`config.mk`:
```
export PLATFORM = sky130hd
export DESIGN_NAME = stack_ctrl
export DESIGN_NICKNAME = d
export VERILOG_FILES = /design/src/rtl/stack_ctrl.sv
export SDC_FILE = /design/constraint.sdc
export NUM_CORES = 1
export LEC_CHECK = 0
export CORE_UTILIZATION = 35
export CTS_CLUSTER_SIZE = 16
export DETAILED_ROUTE_END_ITERATION = 8
export GPL_TIMING_DRIVEN = 0
export PLACE_DENSITY = 0.67
export SLEW_MARGIN = 10
export SYNTH_ARGS = -nofsm -noshare
export SYNTH_HDL_FRONTEND = slang
export SYNTH_SLANG_ARGS = --single-unit
```
`constraint.sdc`:
```
create_clock -name clk -period 2.5 [get_ports clk]
set_input_delay 0.25 -clock clk [delete_from_list [all_inputs] [get_ports clk]]
set_output_delay 0.25 -clock clk [all_outputs]
set_load 0.02 [all_outputs]
```
`src/rtl/stack_ctrl.sv`:
```
`default_nettype none
// ============================================================================
// Module      : stack_ctrl
// Description : Hardware stack sequencer. Arbitrates push/pop requests from
//               two requesters (A = core, B = interrupt context save) onto a
//               single synchronous-read stack RAM. Owns the stack pointer and
//               reports overflow/underflow. Stack grows downward.
// Revision    : 1.0 - initial release
// ============================================================================
module stack_ctrl #(
    parameter int NADDRW = 8,
    parameter int NDATAS = 256,
    parameter int NWORDW = 16
) (
    input  logic              clk,
    input  logic              rst,
    input  logic              a_req,
    input  logic              a_push,
    input  logic [NWORDW-1:0] a_wdata,
    output logic              a_ack,
    output logic              a_err,
    input  logic              b_req,
    input  logic              b_push,
    input  logic [NWORDW-1:0] b_wdata,
    output logic              b_ack,
    output logic              b_err,
    output logic [NWORDW-1:0] rdata,
    output logic              mem_we,
    output logic [NADDRW-1:0] mem_addr,
    output logic [NWORDW-1:0] mem_wdata,
    input  logic [NWORDW-1:0] mem_rdata,
    output logic [NADDRW:0]   depth,
    output logic              full,
    output logic              empty
);

    localparam logic [2:0] S_IDLE  = 3'd0;
    localparam logic [2:0] S_WRITE = 3'd1;
    localparam logic [2:0] S_READ  = 3'd2;
    localparam logic [2:0] S_RWAIT = 3'd3;
    localparam logic [2:0] S_ACK   = 3'd4;

    localparam logic [NADDRW-1:0] C_SP_TOP    = NADDRW'(NDATAS - 1);
    localparam logic [NADDRW-1:0] C_SP_ONE    = NADDRW'(1);
    localparam logic [NADDRW:0]   C_DEPTH_MAX = (NADDRW + 1)'(NDATAS);
    localparam logic [NADDRW:0]   C_DEPTH_ONE = (NADDRW + 1)'(1);

    logic [2:0]        state_q, state_d;
    logic [NADDRW-1:0] sp_q, sp_d;
    logic [NADDRW:0]   depth_q, depth_d;
    logic [NWORDW-1:0] rdata_q, rdata_d;
    logic [NWORDW-1:0] wdata_q, wdata_d;
    logic              gnt_b_q, gnt_b_d;   // current / most recent grant is B
    logic              err_q, err_d;

    logic              w_gnt_b;
    logic              w_sel_push;
    logic              w_full;
    logic              w_empty;

    assign w_full  = (depth_q == C_DEPTH_MAX);
    assign w_empty = (depth_q == '0);

    // Round-robin choice: B wins when alone, or when both ask and A went last.
    // gnt_b_q resets to 1 so that A wins the first contested arbitration.
    assign w_gnt_b    = b_req && (!a_req || !gnt_b_q);
    assign w_sel_push = w_gnt_b ? b_push : a_push;

    // Next-state, pointer and data-path logic.
    always_comb begin
        state_d = state_q;
        sp_d    = sp_q;
        depth_d = depth_q;
        rdata_d = rdata_q;
        wdata_d = wdata_q;
        gnt_b_d = gnt_b_q;
        err_d   = err_q;
        case (state_q)
            S_IDLE: begin
                if (a_req || b_req) begin
                    gnt_b_d = w_gnt_b;
                    wdata_d = w_gnt_b ? b_wdata : a_wdata;
                    err_d   = w_sel_push ? w_full : w_empty;
                    if (w_sel_push ? w_full : w_empty) begin
                        state_d = S_ACK;
                    end else if (w_sel_push) begin
                        state_d = S_WRITE;
                    end else begin
                        state_d = S_READ;
                    end
                end
            end
            S_WRITE: begin
                sp_d    = sp_q - C_SP_ONE;
                depth_d = depth_q + C_DEPTH_ONE;
                state_d = S_ACK;
            end
            S_READ: begin
                sp_d    = sp_q + C_SP_ONE;
                depth_d = depth_q - C_DEPTH_ONE;
                state_d = S_RWAIT;
            end
            S_RWAIT: begin
                rdata_d = mem_rdata;
                state_d = S_ACK;
            end
            S_ACK: begin
                state_d = S_IDLE;
            end
            default: begin
                state_d = S_IDLE;
            end
        endcase
    end

    // State registers with asynchronous active-low reset.
    always_ff @(posedge clk or negedge rst) begin
        if (!rst) begin
            state_q <= S_IDLE;
            sp_q    <= C_SP_TOP;
            depth_q <= '0;
            rdata_q <= '0;
            wdata_q <= '0;
            gnt_b_q <= 1'b1;
            err_q   <= 1'b0;
        end else begin
            state_q <= state_d;
            sp_q    <= sp_d;
            depth_q <= depth_d;
            rdata_q <= rdata_d;
            wdata_q <= wdata_d;
            gnt_b_q <= gnt_b_d;
            err_q   <= err_d;
        end
    end

    // RAM port: pop reads the slot above sp, everything else presents sp.
    always_comb begin
        mem_addr = sp_q;
        if (state_q == S_READ) begin
            mem_addr = sp_q + C_SP_ONE;
        end
    end

    assign mem_we    = (state_q == S_WRITE);
    assign mem_wdata = wdata_q;

    assign a_ack = (state_q == S_ACK) && !gnt_b_q;
    assign b_ack = (state_q == S_ACK) &&  gnt_b_q;
    assign a_err = a_ack && err_q;
    assign b_err = b_ack && err_q;

    assign rdata = rdata_q;
    assign depth = depth_q;
    assign full  = w_full;
    assign empty = w_empty;

endmodule
`default_nettype wire

```
# Word level (Yosys, flattened, before mapping)

Cells that the tools add are included.
W data, S select, Z words.

Bits in registers: 54
Bits in latches: 0
Bits in writable memories: 0
Memory bits (read-only): 0
Input bits: 54
Memories: 0

Add/subtract/negate cells: 4
$mul: 0
Div/mod/pow operators: 0
$lt $le $gt $ge: 0
Equal/unequal tests: 6
Shift-type cells: 0
Mux-type cells: 10
Bitwise gates (word level): 0
Reductions and logical operators: 14

Operators by type and width:

| cell                  | number |
|---|---|
| $pmux W9 S2           | 1 |
| $mux W16              | 1 |
| $pmux W8 S2           | 1 |
| $add A9 B1 Y9 const B | 1 |
| $eq A9 B9 Y1 const B  | 1 |
| $logic_not A9 Y1      | 1 |
| $pmux W3 S3           | 1 |
| $sub A9 B1 Y9 const B | 1 |
| $add A8 B1 Y8 const B | 1 |
| $mux W8               | 1 |
| $sub A8 B1 Y8 const B | 1 |
| $eq A3 B2 Y1 const B  | 2 |
| $mux W3               | 2 |
| $logic_and A1 B1 Y1   | 5 |
| $eq A3 B1 Y1 const B  | 1 |
| $eq A3 B3 Y1 const B  | 1 |
| $logic_not A3 Y1      | 1 |
| $logic_not A1 Y1      | 2 |
| $logic_or A1 B1 Y1    | 2 |
| $mux W1               | 2 |
| $mux W2               | 1 |
| $ne A2 B2 Y1 const B  | 1 |
| $reduce_and A2 Y1     | 1 |
| $reduce_bool A2 Y1    | 1 |
| $reduce_or A2 Y1      | 1 |

# Logic depth before layout (Yosys ltp)

Word-level depth: 8
Gate-level depth with buffers: 9
Mapped depth without buffers: 8

# Worst setup path after synthesis

OpenSTA, ideal clock, no wires.

Kind: register to register
Start: reg depth_q[4], in the netlist depth[4]
End: reg state_q[1]
Data arrival time: 2020 ps
Required time: 2381 ps
Setup slack: 361 ps
Cell stages (with the launch flop): 6
Cells stage by stage: dfrtp_1 > clkbuf_1 > or4_1 > nor3_1 > a21oi_1 > o21a_1

Longest elaborated chain between the ends: 5
Elaborated cells between the ends (all ways): 6
Those cells by class: 1 x eq/ne; 4 x mux; 1 x reduce/logical

Ends and longest elaborated chain:

| item                   | RTL line | RTL |
|---|---|---|
| from (decl)            | 50       | `logic [NADDRW:0] depth_q, depth_d;` |
| from (signal assigned) | 129      | `depth_q <= depth_d;` |
| $logic_not A9 Y1       | 62       | `assign w_empty = (depth_q == '0);` |
| named net empty        | 34       | `output logic empty` |
| $mux W1                | 84       | `if (w_sel_push ? w_full : w_empty) begin` |
| $mux W3                | 84       |  |
| $mux W3                | 80       | `if (a_req \|\| b_req) begin` |
| $pmux W3 S3            | 78       | `case (state_q)` |
| to (signal assigned)   | 127      | `state_q <= state_d;` |
| to (decl)              | 48       | `logic [2:0] state_q, state_d;` |

The timed path passes the listed nets, and every way through them passes these cells. The select of a mux whose other input is x is not followed.
A chain may end at the register's enable or synchronous reset.

# Worst setup path after layout

Start: reg depth_q[4], in the netlist depth[4]
End: out empty

Longest elaborated chain between the ends: 1

Ends and longest elaborated chain:

| item             | RTL line |
|---|---|
| $logic_not A9 Y1 | 62 |
| to (decl)        | 34 |

No other way between the ends.

==> results.json <==
{
  "status": "completed",
  "grt_use_met3_pct": 3.384,
  "utilization_pct": 55.28,
  "finalCritPeriodShare_pct": 95.85,
  "fin_crit_ps": 2396,
  "synth_seq_cells": 54,
  "rsz0062_at_grt": "true",
  "relSlewSlack_pct": 59.82,
  "grt.busiest_layer": "met2",
  "ys_seq_area_share_pct": 50.07,
  "tightest_slew_ps": 602.7,
  "hpwlAfterDp_mm": 4.983,
  "worst_path_max_delay_cell": "or4_1",
  "clk_path_buf_depth": 2,
  "mostFrequentLayoutCells": "clkdlybuf4s50_1 (98), dfrtp_1 (45), a21oi_1 (24)",
  "drt_pass1_iterations": 4,
  "yosys-top-cells-area": "dfrtp_1 (41%), dfstp_2 (8.7%), mux2_2 (7.0%)",
  "vias_per_cell": 4.845,
  "portBuffers": 109,
  "synth_top_area_share_pct": 41.38,
  "cts-root-buf": "clkbuf_8",
  "power.share.sequential_pct": 33.2,
  "insertion_delay_ps": 310,
  "grt_pass1_vias": 2294,
  "crit_fanout": 8,
  "die_w_microns": 90.18,
  "layout_commonest_cell": "clkdlybuf4s50_1",
  "drv_cap": 0,
  "worst-setup-path-type": "reg2out",
  "p_per_area_nw_per_um2": 1255,
  "n_antenna_cell": 0,
  "cts_tree": "yes",
  "nets": 430,
  "p_sw_uw": 2154,
  "num_vias": 2287,
  "drtIter0Drc": 95,
  "yosys_warnings": 0,
  "clk_pin_slew_worst_paths_ps": 100,
  "wl_mm": 6.717,
  "peakVddDrop_v": 0.0004520,
  "crit_family": "simple AND/OR/NAND/NOR gates",
  "core_area_sq_um": 7370,
  "async_flop_share_pct": 100.0,
  "initial_core_util_pct": 36.93,
  "swShare_pct": 42.13,
  "grt_start_max_net_pins": 30,
  "hold_violations": 0,
  "cts_max_level": 2,
  "whs_ps": 471.0,
  "finClkSkew_ps": 6.832,
  "power_frac_clock_pct": 10.1,
  "grt_overflow": 0,
  "crit_buf_inv": 2,
  "hold_path_class": "in2async",
  "synth_fp_nets": 309,
  "crit_path_end_kind": "output pin",
  "leakage_uw": 0.001688,
  "fmaxAchievable_mhz": 417.3,
  "antenna_found_initial": 0,
  "numCtsBuffers": 5,
  "synth_area_per_cell_sq_um": 10.84,
  "syn_inst": 251,
  "grt_use_total_pct": 16.94,
  "syn_area_sq_um": 2721,
  "synth_ff_type": "dfrtp_1",
  "synth_cell_type_count": 48,
  "cts.sinks": 54,
  "arrival_ps": 2150,
  "setup_violations": 0,
  "grt_pass1_wl_mm": 11.12,
  "drive_gt1_share_pct": 15.82,
  "required_ps": 2250,
  "die_h_microns": 90.18,
  "ios": 110,
  "grt_use_met2_pct": 28.31,
  "die_area_sq_um": 8132,
  "synth_edf_count": 0,
  "comb_power_share_pct": 56.7,
  "internal-power_uw": 2959,
  "rows": 31,
  "grtUsageMet1_pct": 21.46,
  "drc": 0,
  "ant_nets": 0,
  "areaGrowthSynthToFinish_pct": 49.70,
  "slew_violations": 0,
  "yosysTopAreaCell": "dfrtp_1",
  "wl_per_cell_microns": 14.23,
  "slowest_delay_ps": 630,
  "fin_setup_tns_ps": 0,
  "gp_congestion": 0.7486,
  "worstSetupStartpointType": "register",
  "path_cells": "clkbuf_1 > or4_1 > nor3_2 > dlygate4sd2_1"
}
[path summary, 6_finish.rpt]
| check | startpoint | to | slack [ps] | depth (start not counted) |
|---|---|---|---|---|
| setup / recovery | depth[4] | empty | 100 | 4 |
| hold / removal | rst | rdata[5] | 470 | 2 |
| setup reg to reg | state_q[2] | depth[6] | 220 | 10 |
| hold reg to reg | rdata[3] | rdata[3] | 510 | 1 |
| max in group asynchronous | rst | depth[4] | 1450 | 3 |
| min in group clk | rdata[3] | rdata[3] | 510 | 1 |
[per-layer routing]
layer	share of wire [%]	up-vias
li1	-	1128
met1	42	1086
met2	50	61
met3	5.2	12
met4	2.2	0
met5	0	-
[sequential cells by signal, summed over array words and instances (netlist names)]
name       cells
mem_wdata     16
rdata         16
depth          9
sp_q           8
state_q        3
err_q          1
gnt_b_q        1
[kinds of logic (layout without fill, tap and decap cells)]
group           after synthesis  count (layout)  share of synthesized area, %
compound gates               46              46                         10.48
xor+xnor                     22              22                         7.081
fa+ha+maj                     4               4                         1.839
buf+inv                      20             142                         3.080
flops                        54              54                         50.07
mux                          34              34                         13.29
simple gates                 71              71                         14.16
[cell type report]
cell class / instances / area [sq um]
Inverter: 5 / 20.02
Timing Repair Buffer: 114 / 1115
Multi-Input combinational cell: 177 / 1289
Clock inverter: 2 / 12.51
Sequential cell: 54 / 1363
Fill cell: 687 / 3296
Tap cell: 99 / 123.9
Clock buffer: 6 / 82.58
Buffer: 15 / 68.82
[worst reg2reg max path, stage by stage, from the launching register on]
cell and delay [ps]:
dfrtp_1 390, clkbuf_2 190, nor3b_2 240, buf_4 160, clkinv_2 120, xnor2_1 160
ha_1 240, nor4_2 200, nand3_1 120, a21oi_1 210, xor2_1 170
[power by group through the flow]
stage,Combinational [uW],Sequential (uW),Clock (uW)
2_1_floorplan,1310,2060,0
3_3_place_gp,2890,1680,0
3_5_place_dp,2940,1710,0
4_1_cts,2910,1690,537
5_1_grt,3140,1770,570
6_report,2900,1700,514
[per-stage QoR]
stage               setup WS [ps]  instances  total power (uW)  cell area (sq um)
detailed placement         -132.4        460              4647               3951
global placement           -510.8        459              4575               3936
global route               -26.79        472              5477               4074
finish                      103.8        472              5114               4074
CTS                         1.559        472              5143               4073
floorplan                   360.9        251              3373               2721
[repair_timing]
action / 4_1_cts / 5_1_grt
setup buffers: 3 / 0
resized for setup: 12 / 13
hold endpoints to repair: 16 / 0
setup endpoints to repair: 12 / 12
pin swaps: 2 / 0
hold buffers: 1 / 0
[cells in the mapped netlist, types with 2 or more instances]
library cell / count
dfstp_2: 9
xor2_1: 13
ha_1: 4
nor3_1: 6
and2_1: 3
nand3_1: 4
o22ai_1: 2
nand2_1: 10
mux2_2: 17
or4_1: 2
nand3b_1: 4
xnor2_1: 9
clkbuf_1: 10
nor2_1: 22
mux2i_1: 17
nand2b_1: 2
a31oi_1: 3
dfrtp_1: 45
a21oi_1: 24
buf_2: 4
nand4_1: 4
or3_1: 2
o31ai_1: 2
o21a_1: 3
and3_1: 3
o21ai_0: 3
inv_1: 3
No activity file was read; power rests on OpenSTA's default activity.
